## src/rtl/insert_repair_scheduler_if.sv

```systemverilog
// Bus between insert_repair_scheduler, the shared insert_digit datapath and the
// external codeword checker. master = scheduler side, slave = environment side.
interface insert_repair_scheduler_if #(
  parameter int N = 6
);
  logic             start;
  logic [2*N-1:0]   word_in;
  logic             busy;

  logic [2*N-1:0]   dp_word_in;
  logic [6:0]       dp_missing_index;
  logic [1:0]       dp_missing_digit;
  logic [2*N+1:0]   dp_word_out;

  logic             cand_valid;
  logic [2*N+1:0]   cand_word;
  logic             cand_ready;
  logic             chk_valid;
  logic             chk_pass;

  logic             done;
  logic             found;
  logic [2*N+1:0]   fix_word;
  logic [6:0]       fix_index;
  logic [1:0]       fix_digit;

  modport master (
    input  start, word_in, dp_word_out, cand_ready, chk_valid, chk_pass,
    output busy, dp_word_in, dp_missing_index, dp_missing_digit,
           cand_valid, cand_word, done, found, fix_word, fix_index, fix_digit
  );

  modport slave (
    output start, word_in, dp_word_out, cand_ready, chk_valid, chk_pass,
    input  busy, dp_word_in, dp_missing_index, dp_missing_digit,
           cand_valid, cand_word, done, found, fix_word, fix_index, fix_digit
  );
endinterface

```

## src/rtl/insert_repair_scheduler.sv

```systemverilog
// Sweeps (missing_index, missing_digit) candidates through insert_digit and offers
// each to a checker. Define INSERT_REPAIR_SKIP_DUP_EN to skip duplicate candidates.
module insert_repair_scheduler #(
  parameter int N = 6
) (
  input  logic                        clk,
  input  logic                        rst_n,
  insert_repair_scheduler_if.master   bus
);

  typedef enum logic [2:0] {
    IDLE,
    ISSUE,
    LOAD,
    OFFER,
    WAIT_CHK,
    DONE
  } state_t;

  state_t          state;
  state_t          state_next;

  logic [2*N-1:0]  word_q;
  logic [6:0]      idx;
  logic [1:0]      digit;
  logic [2*N+1:0]  cand_word_q;
  logic            found_q;
  logic [2*N+1:0]  fix_word_q;
  logic [6:0]      fix_index_q;
  logic [1:0]      fix_digit_q;

  logic            start_take;
  logic            load_cand;
  logic            pass_take;
  logic            fail_end;
  logic            step;

  logic            has_next;
  logic [6:0]      next_idx;
  logic [1:0]      next_digit;

  logic            skip_d1;
  logic            skip_d2;
  logic            skip_n0;

`ifdef INSERT_REPAIR_SKIP_DUP_EN
  logic [1:0]      dig_here;
  logic [1:0]      dig_next;

  // Received digit at position N-1-idx for the current and the following index.
  always_comb begin
    dig_here = 2'd0;
    dig_next = 2'd0;
    for (int k = 0; k < N; k++) begin
      if (idx == 7'(k))
        dig_here = word_q[2*(N-1-k) +: 2];
      if (idx + 7'd1 == 7'(k))
        dig_next = word_q[2*(N-1-k) +: 2];
    end
  end

  assign skip_d1 = (idx != 7'd0) && (({1'b0, digit} + 3'd1) == {1'b0, dig_here});
  assign skip_d2 = (idx != 7'd0) && (({1'b0, digit} + 3'd2) == {1'b0, dig_here});
  assign skip_n0 = (dig_next == 2'd0);
`else
  assign skip_d1 = 1'b0;
  assign skip_d2 = 1'b0;
  assign skip_n0 = 1'b0;
`endif

  // At most one digit per index is skipped, so looking two steps ahead always suffices.
  always_comb begin
    has_next   = 1'b1;
    next_idx   = idx;
    next_digit = digit;
    if (digit <= 2'd2 && !skip_d1) begin
      next_digit = digit + 2'd1;
    end else if (digit <= 2'd1 && !skip_d2) begin
      next_digit = digit + 2'd2;
    end else if (idx < 7'(N-1)) begin
      next_idx   = idx + 7'd1;
      next_digit = skip_n0 ? 2'd1 : 2'd0;
    end else begin
      has_next   = 1'b0;
    end
  end

  always_ff @(posedge clk or negedge rst_n) begin
    if (!rst_n)
      state <= IDLE;
    else
      state <= state_next;
  end

  always_comb begin
    state_next = state;
    start_take = 1'b0;
    load_cand  = 1'b0;
    pass_take  = 1'b0;
    fail_end   = 1'b0;
    step       = 1'b0;
    case (state)
      IDLE: begin
        if (bus.start) begin
          start_take = 1'b1;
          state_next = ISSUE;
        end
      end
      ISSUE: state_next = LOAD;
      LOAD: begin
        load_cand  = 1'b1;
        state_next = OFFER;
      end
      OFFER: begin
        if (bus.cand_ready)
          state_next = WAIT_CHK;
      end
      WAIT_CHK: begin
        if (bus.chk_valid) begin
          if (bus.chk_pass) begin
            pass_take  = 1'b1;
            state_next = DONE;
          end else if (!has_next) begin
            fail_end   = 1'b1;
            state_next = DONE;
          end else begin
            step       = 1'b1;
            state_next = ISSUE;
          end
        end
      end
      DONE: state_next = IDLE;
      default: state_next = IDLE;
    endcase
  end

  // Candidate registers double as the dp_* outputs, so insert_digit sees them directly.
  always_ff @(posedge clk or negedge rst_n) begin
    if (!rst_n) begin
      word_q      <= '0;
      idx         <= '0;
      digit       <= '0;
      cand_word_q <= '0;
      found_q     <= 1'b0;
      fix_word_q  <= '0;
      fix_index_q <= '0;
      fix_digit_q <= '0;
    end else begin
      if (start_take) begin
        word_q      <= bus.word_in;
        idx         <= '0;
        digit       <= '0;
        found_q     <= 1'b0;
        fix_word_q  <= '0;
        fix_index_q <= '0;
        fix_digit_q <= '0;
      end
      if (load_cand)
        cand_word_q <= bus.dp_word_out;
      if (step) begin
        idx   <= next_idx;
        digit <= next_digit;
      end
      if (pass_take) begin
        found_q     <= 1'b1;
        fix_word_q  <= cand_word_q;
        fix_index_q <= idx;
        fix_digit_q <= digit;
      end
      if (fail_end) begin
        found_q     <= 1'b0;
        fix_word_q  <= '0;
        fix_index_q <= '0;
        fix_digit_q <= '0;
      end
    end
  end

  assign bus.busy             = (state != IDLE);
  assign bus.cand_valid       = (state == OFFER);
  assign bus.done             = (state == DONE);
  assign bus.cand_word        = cand_word_q;
  assign bus.dp_word_in       = word_q;
  assign bus.dp_missing_index = idx;
  assign bus.dp_missing_digit = digit;
  assign bus.found            = found_q;
  assign bus.fix_word         = fix_word_q;
  assign bus.fix_index        = fix_index_q;
  assign bus.fix_digit        = fix_digit_q;

endmodule

```

## src/flat_wrapper.sv

```systemverilog
// flat-port wrapper written by rule: the top's interface ports become plain ports
module insert_repair_scheduler_flat 
#(
  parameter int N = 6
)
  (clk, rst_n, bus_start, bus_word_in, bus_dp_word_out, bus_cand_ready, bus_chk_valid, bus_chk_pass, bus_busy, bus_dp_word_in, bus_dp_missing_index, bus_dp_missing_digit, bus_cand_valid, bus_cand_word, bus_done, bus_found, bus_fix_word, bus_fix_index, bus_fix_digit);
  insert_repair_scheduler_if #(.N(N)) bus_i ();
  input  logic clk;
  input  logic rst_n;
  input wire logic [$bits(bus_i.start)-1:0] bus_start;
  input wire logic [$bits(bus_i.word_in)-1:0] bus_word_in;
  input wire logic [$bits(bus_i.dp_word_out)-1:0] bus_dp_word_out;
  input wire logic [$bits(bus_i.cand_ready)-1:0] bus_cand_ready;
  input wire logic [$bits(bus_i.chk_valid)-1:0] bus_chk_valid;
  input wire logic [$bits(bus_i.chk_pass)-1:0] bus_chk_pass;
  output wire logic [$bits(bus_i.busy)-1:0] bus_busy;
  output wire logic [$bits(bus_i.dp_word_in)-1:0] bus_dp_word_in;
  output wire logic [$bits(bus_i.dp_missing_index)-1:0] bus_dp_missing_index;
  output wire logic [$bits(bus_i.dp_missing_digit)-1:0] bus_dp_missing_digit;
  output wire logic [$bits(bus_i.cand_valid)-1:0] bus_cand_valid;
  output wire logic [$bits(bus_i.cand_word)-1:0] bus_cand_word;
  output wire logic [$bits(bus_i.done)-1:0] bus_done;
  output wire logic [$bits(bus_i.found)-1:0] bus_found;
  output wire logic [$bits(bus_i.fix_word)-1:0] bus_fix_word;
  output wire logic [$bits(bus_i.fix_index)-1:0] bus_fix_index;
  output wire logic [$bits(bus_i.fix_digit)-1:0] bus_fix_digit;
  assign bus_i.start = bus_start;
  assign bus_i.word_in = bus_word_in;
  assign bus_i.dp_word_out = bus_dp_word_out;
  assign bus_i.cand_ready = bus_cand_ready;
  assign bus_i.chk_valid = bus_chk_valid;
  assign bus_i.chk_pass = bus_chk_pass;
  assign bus_busy = bus_i.busy;
  assign bus_dp_word_in = bus_i.dp_word_in;
  assign bus_dp_missing_index = bus_i.dp_missing_index;
  assign bus_dp_missing_digit = bus_i.dp_missing_digit;
  assign bus_cand_valid = bus_i.cand_valid;
  assign bus_cand_word = bus_i.cand_word;
  assign bus_done = bus_i.done;
  assign bus_found = bus_i.found;
  assign bus_fix_word = bus_i.fix_word;
  assign bus_fix_index = bus_i.fix_index;
  assign bus_fix_digit = bus_i.fix_digit;
  insert_repair_scheduler #(.N(N)) u_core (.clk(clk), .rst_n(rst_n), .bus(bus_i));
endmodule
```

## config.mk

```make
export PLATFORM = sky130hd
export DESIGN_NAME = insert_repair_scheduler_flat
export DESIGN_NICKNAME = d
export VERILOG_FILES = /design/src/rtl/insert_repair_scheduler_if.sv /design/src/rtl/insert_repair_scheduler.sv /design/src/flat_wrapper.sv
export SDC_FILE = /design/constraint.sdc
export NUM_CORES = 1
export LEC_CHECK = 0
export ABC_AREA = 1
export ABC_CLOCK_PERIOD_IN_PS = 2100
export CORE_MARGIN = 2
export CORE_UTILIZATION = 45
export CTS_BUF_LIST = sky130_fd_sc_hd__clkbuf_8
export DETAILED_ROUTE_END_ITERATION = 8
export MAX_ROUTING_LAYER = met4
export PLACE_DENSITY_LB_ADDON = 0.1
export SYNTH_ARGS = -nofsm -noshare
export SYNTH_HDL_FRONTEND = slang
export SYNTH_SLANG_ARGS = --single-unit
```

## constraint.sdc

```tcl
create_clock -name clk -period 2.1 [get_ports clk]
set_input_delay 0.315 -clock clk [delete_from_list [all_inputs] [get_ports clk]]
set_output_delay 0.315 -clock clk [all_outputs]
set_load 0.01 [all_outputs]
```

==> metrics.cfg <==
[run_status]
status = finished clean

[route]
wl_um = 5727
drc = 0
dr.pass1.iters = 4
drt_iter0_drc = 134
wl_per_cell_um = 12.67
viasPerCell = 4.673
antenna_left = 0
via_count = 2112

[clock_tree]
cts_tree = yes
cts-root-buf = clkbuf_8
clk_path_buf_depth = 2
clock-sinks = 62
clk_latency_ps = 340
htree_levels = 3
cts_made_buffers = 9
post-cts-setup-buffers = 0
path_clk_slew_ps = 70

[timing]
period_needed_ps = 1980
hold_viol = 0
slew_headroom_pct = 61.15
setup_viol = 0
fmax_mhz = 505.0
min_period_over_period_pct = 94.29
holdWs_ps = 460.8
grt_setup_unrepaired = false
setup-tns-final_ps = 0
worstMarginPinSlew_ps = 579.5
final_max_slew_viol_count = 0
clock_skew_ps = 5.843

[floorplan]
rows = 27
core-area_um2 = 5507
die_h_um = 79.59
die_area_um2 = 6335
io_pins = 94
initial_utilization_pct = 46.69
die_x_um = 79.59

[logic_synthesis]
synth_seq_area_share_pct = 60.34
syn_nets = 304
ys_ff_latch = 62
synth-async-reset-ratio_pct = 100.0
ys_warn_count = 0
synth_area_um2 = 2571
syn_inst = 269
synth_ff_type = dfrtp_1
syn_area_per_cell_um2 = 9.558
synth-edff-count = 0
synth_cell_types = 28

[hold_path]
hold_path_class = in -> async

[critical_path]
endpoint_kind = output port
crit_required_ps = 1780
worstPathMaxFanout = 6
critPathArrivalTime_ps = 1670
critPathKind = reg -> out
r2r_cells = 9
start_kind = flop

[place]
hpwl_um = 4054
numPortBuffers = 93
dpl-instance-area_um2 = 3611
routabilityCongestion = 0.8956

[finish]
area_delta_synth_final_pct = 49.54
final_layout_size_suffix_gt1_share_pct = 13.42
finalNetCount = 410
diodes = 0
stdcell_area_um2 = 3845
nFillCells = 438

[global_routing]
grt_use_total_pct = 20.79
grt_pass1_wl_um = 9742
grt_remaining_overflow = 0
antenna_found_initial = 0
grt_pass1_vias = 2119
grt_max_degree = 27

[power_and_ir_drop]
p_per_area_nw_per_um2 = 1348
irDropWorstVdd_uv = 918.2
p_leak_uw = 0.001759
finalPower_uw = 5182

[job]
drv_cap = 0

==> critical path: stages, from the launching register on <==
cell and delay, ps:
dfrtp_1 460, nor3_2 280, clkdlybuf4s50_1 590
==> cells by family after synthesis <==
group	Yosys count	share of synthesized area, %
multiplexers	12	5.255
flip-flops	62	60.34
AND/OR/NAND/NOR	104	16.93
AO/OA/AOI/OAI	38	7.981
buffers and inverters	49	7.688
XOR/XNOR	1	0.3407
adder cells (fa/ha/maj)	3	1.460
==> cell usage in the layout, fill, tap and decap left out, drive strengths merged <==
cell and count:
clkdlybuf4s50 92, nand2 86, dfrtp 62, inv 41, o21ai 28, clkbuf 13, mux2 12, buf 10
nor2 8, a21oi 6, nand3 5, ha 3, nor3 2, o22ai 2, clkinv 2, or2 1
xnor2 1, nand3b 1, o211ai 1, o21bai 1, nand4 1, bufinv 1, dlygate4sd3 1
==> cell usage after synthesis (3+ instances only) <==
master   count  area, um2
dfrtp_1     62       1551
o21ai_0     23      115.1
nand3_1      4      20.02
inv_1       38      142.6
inv_2        3      11.26
buf_2        5      25.02
nand2_1     84      315.3
o21ai_1      3      15.01
a21oi_1      6      30.03
nor2_1       5      18.77
ha_1         3      37.54
mux2_2      12      135.1
==> area by class of cell <==
class	instances	area, um2	share of cell area, %
Inverter	41	153.9	4.003
Clock inverter	3	40.04	1.041
Timing Repair Buffer	103	1003	26.10
Clock buffer	13	178.9	4.653
Tap cell	72	90.09	2.343
Multi-Input combinational cell	158	827.0	21.51
Sequential cell	62	1551	40.35
==> per-layer routing <==
layer | track usage (%) | wire length [um] | part of all wire (%) | up-vias
li1 | - | - | - | 1048
met1 | 27.04 | 2716 | 47 | 984
met2 | 30.76 | 2568 | 45 | 69
met3 | 4.412 | 316 | 5.5 | 11
met4 | 10.86 | 125 | 2.2 | 0
met5 | - | 0 | 0 | -
==> what timing repair did <==
item                                    4_1_cts  5_1_grt
hold buffers                                  1        0
endpoints found under the setup margin        0        1
hold endpoints to repair                     19        0
resized for setup                             0        1
==> sequential cells by signal, indices dropped and copies added, names as in the netlist <==
name / flops
u_core.bus.dp_word_in: 12
u_core.bus.found: 1
u_core.bus.fix_index: 7
u_core.bus.dp_missing_index: 7
u_core.bus.cand_word: 14
u_core.state: 3
u_core.bus.dp_missing_digit: 2
u_core.bus.fix_digit: 2
u_core.bus.fix_word: 14
==> per-stage QoR <==
stage          utilization, %  setup slack (ps)  std cells
2_1_floorplan               -             506.0        269
3_3_place_gp            65.58             423.8        435
3_5_place_dp            65.58             356.0        435
4_1_cts                 69.73             12.45        452
5_1_grt                 69.83             17.62        452
6_report                69.83             119.9        452
==> worst paths after layout <==
kind                                                   to                      startpoint  slack (ps)
setup / recovery                           bus_cand_valid                 u_core.state[2]         120
hold / removal                    u_core.bus.cand_word[1]                           rst_n         460
setup reg to reg           u_core.bus.dp_missing_index[2]  u_core.bus.dp_missing_digit[0]         350
hold reg to reg                   u_core.bus.cand_word[3]         u_core.bus.cand_word[3]         500
max in group asynchronous         u_core.bus.fix_index[6]                           rst_n         940
min in group clk                  u_core.bus.cand_word[3]         u_core.bus.cand_word[3]         500
==> report_power, final <==
| group | switching (uW) | internal [uW] | leakage, uW |
|---|---|---|---|
| registers | 313 | 1640 | 0.000805 |
| clock network | 451 | 674 | 0.000115 |
| logic | 949 | 1150 | 0.000839 |
| total | 1710 | 3470 | 0.00176 |
(Power assumes the default switching activity.)
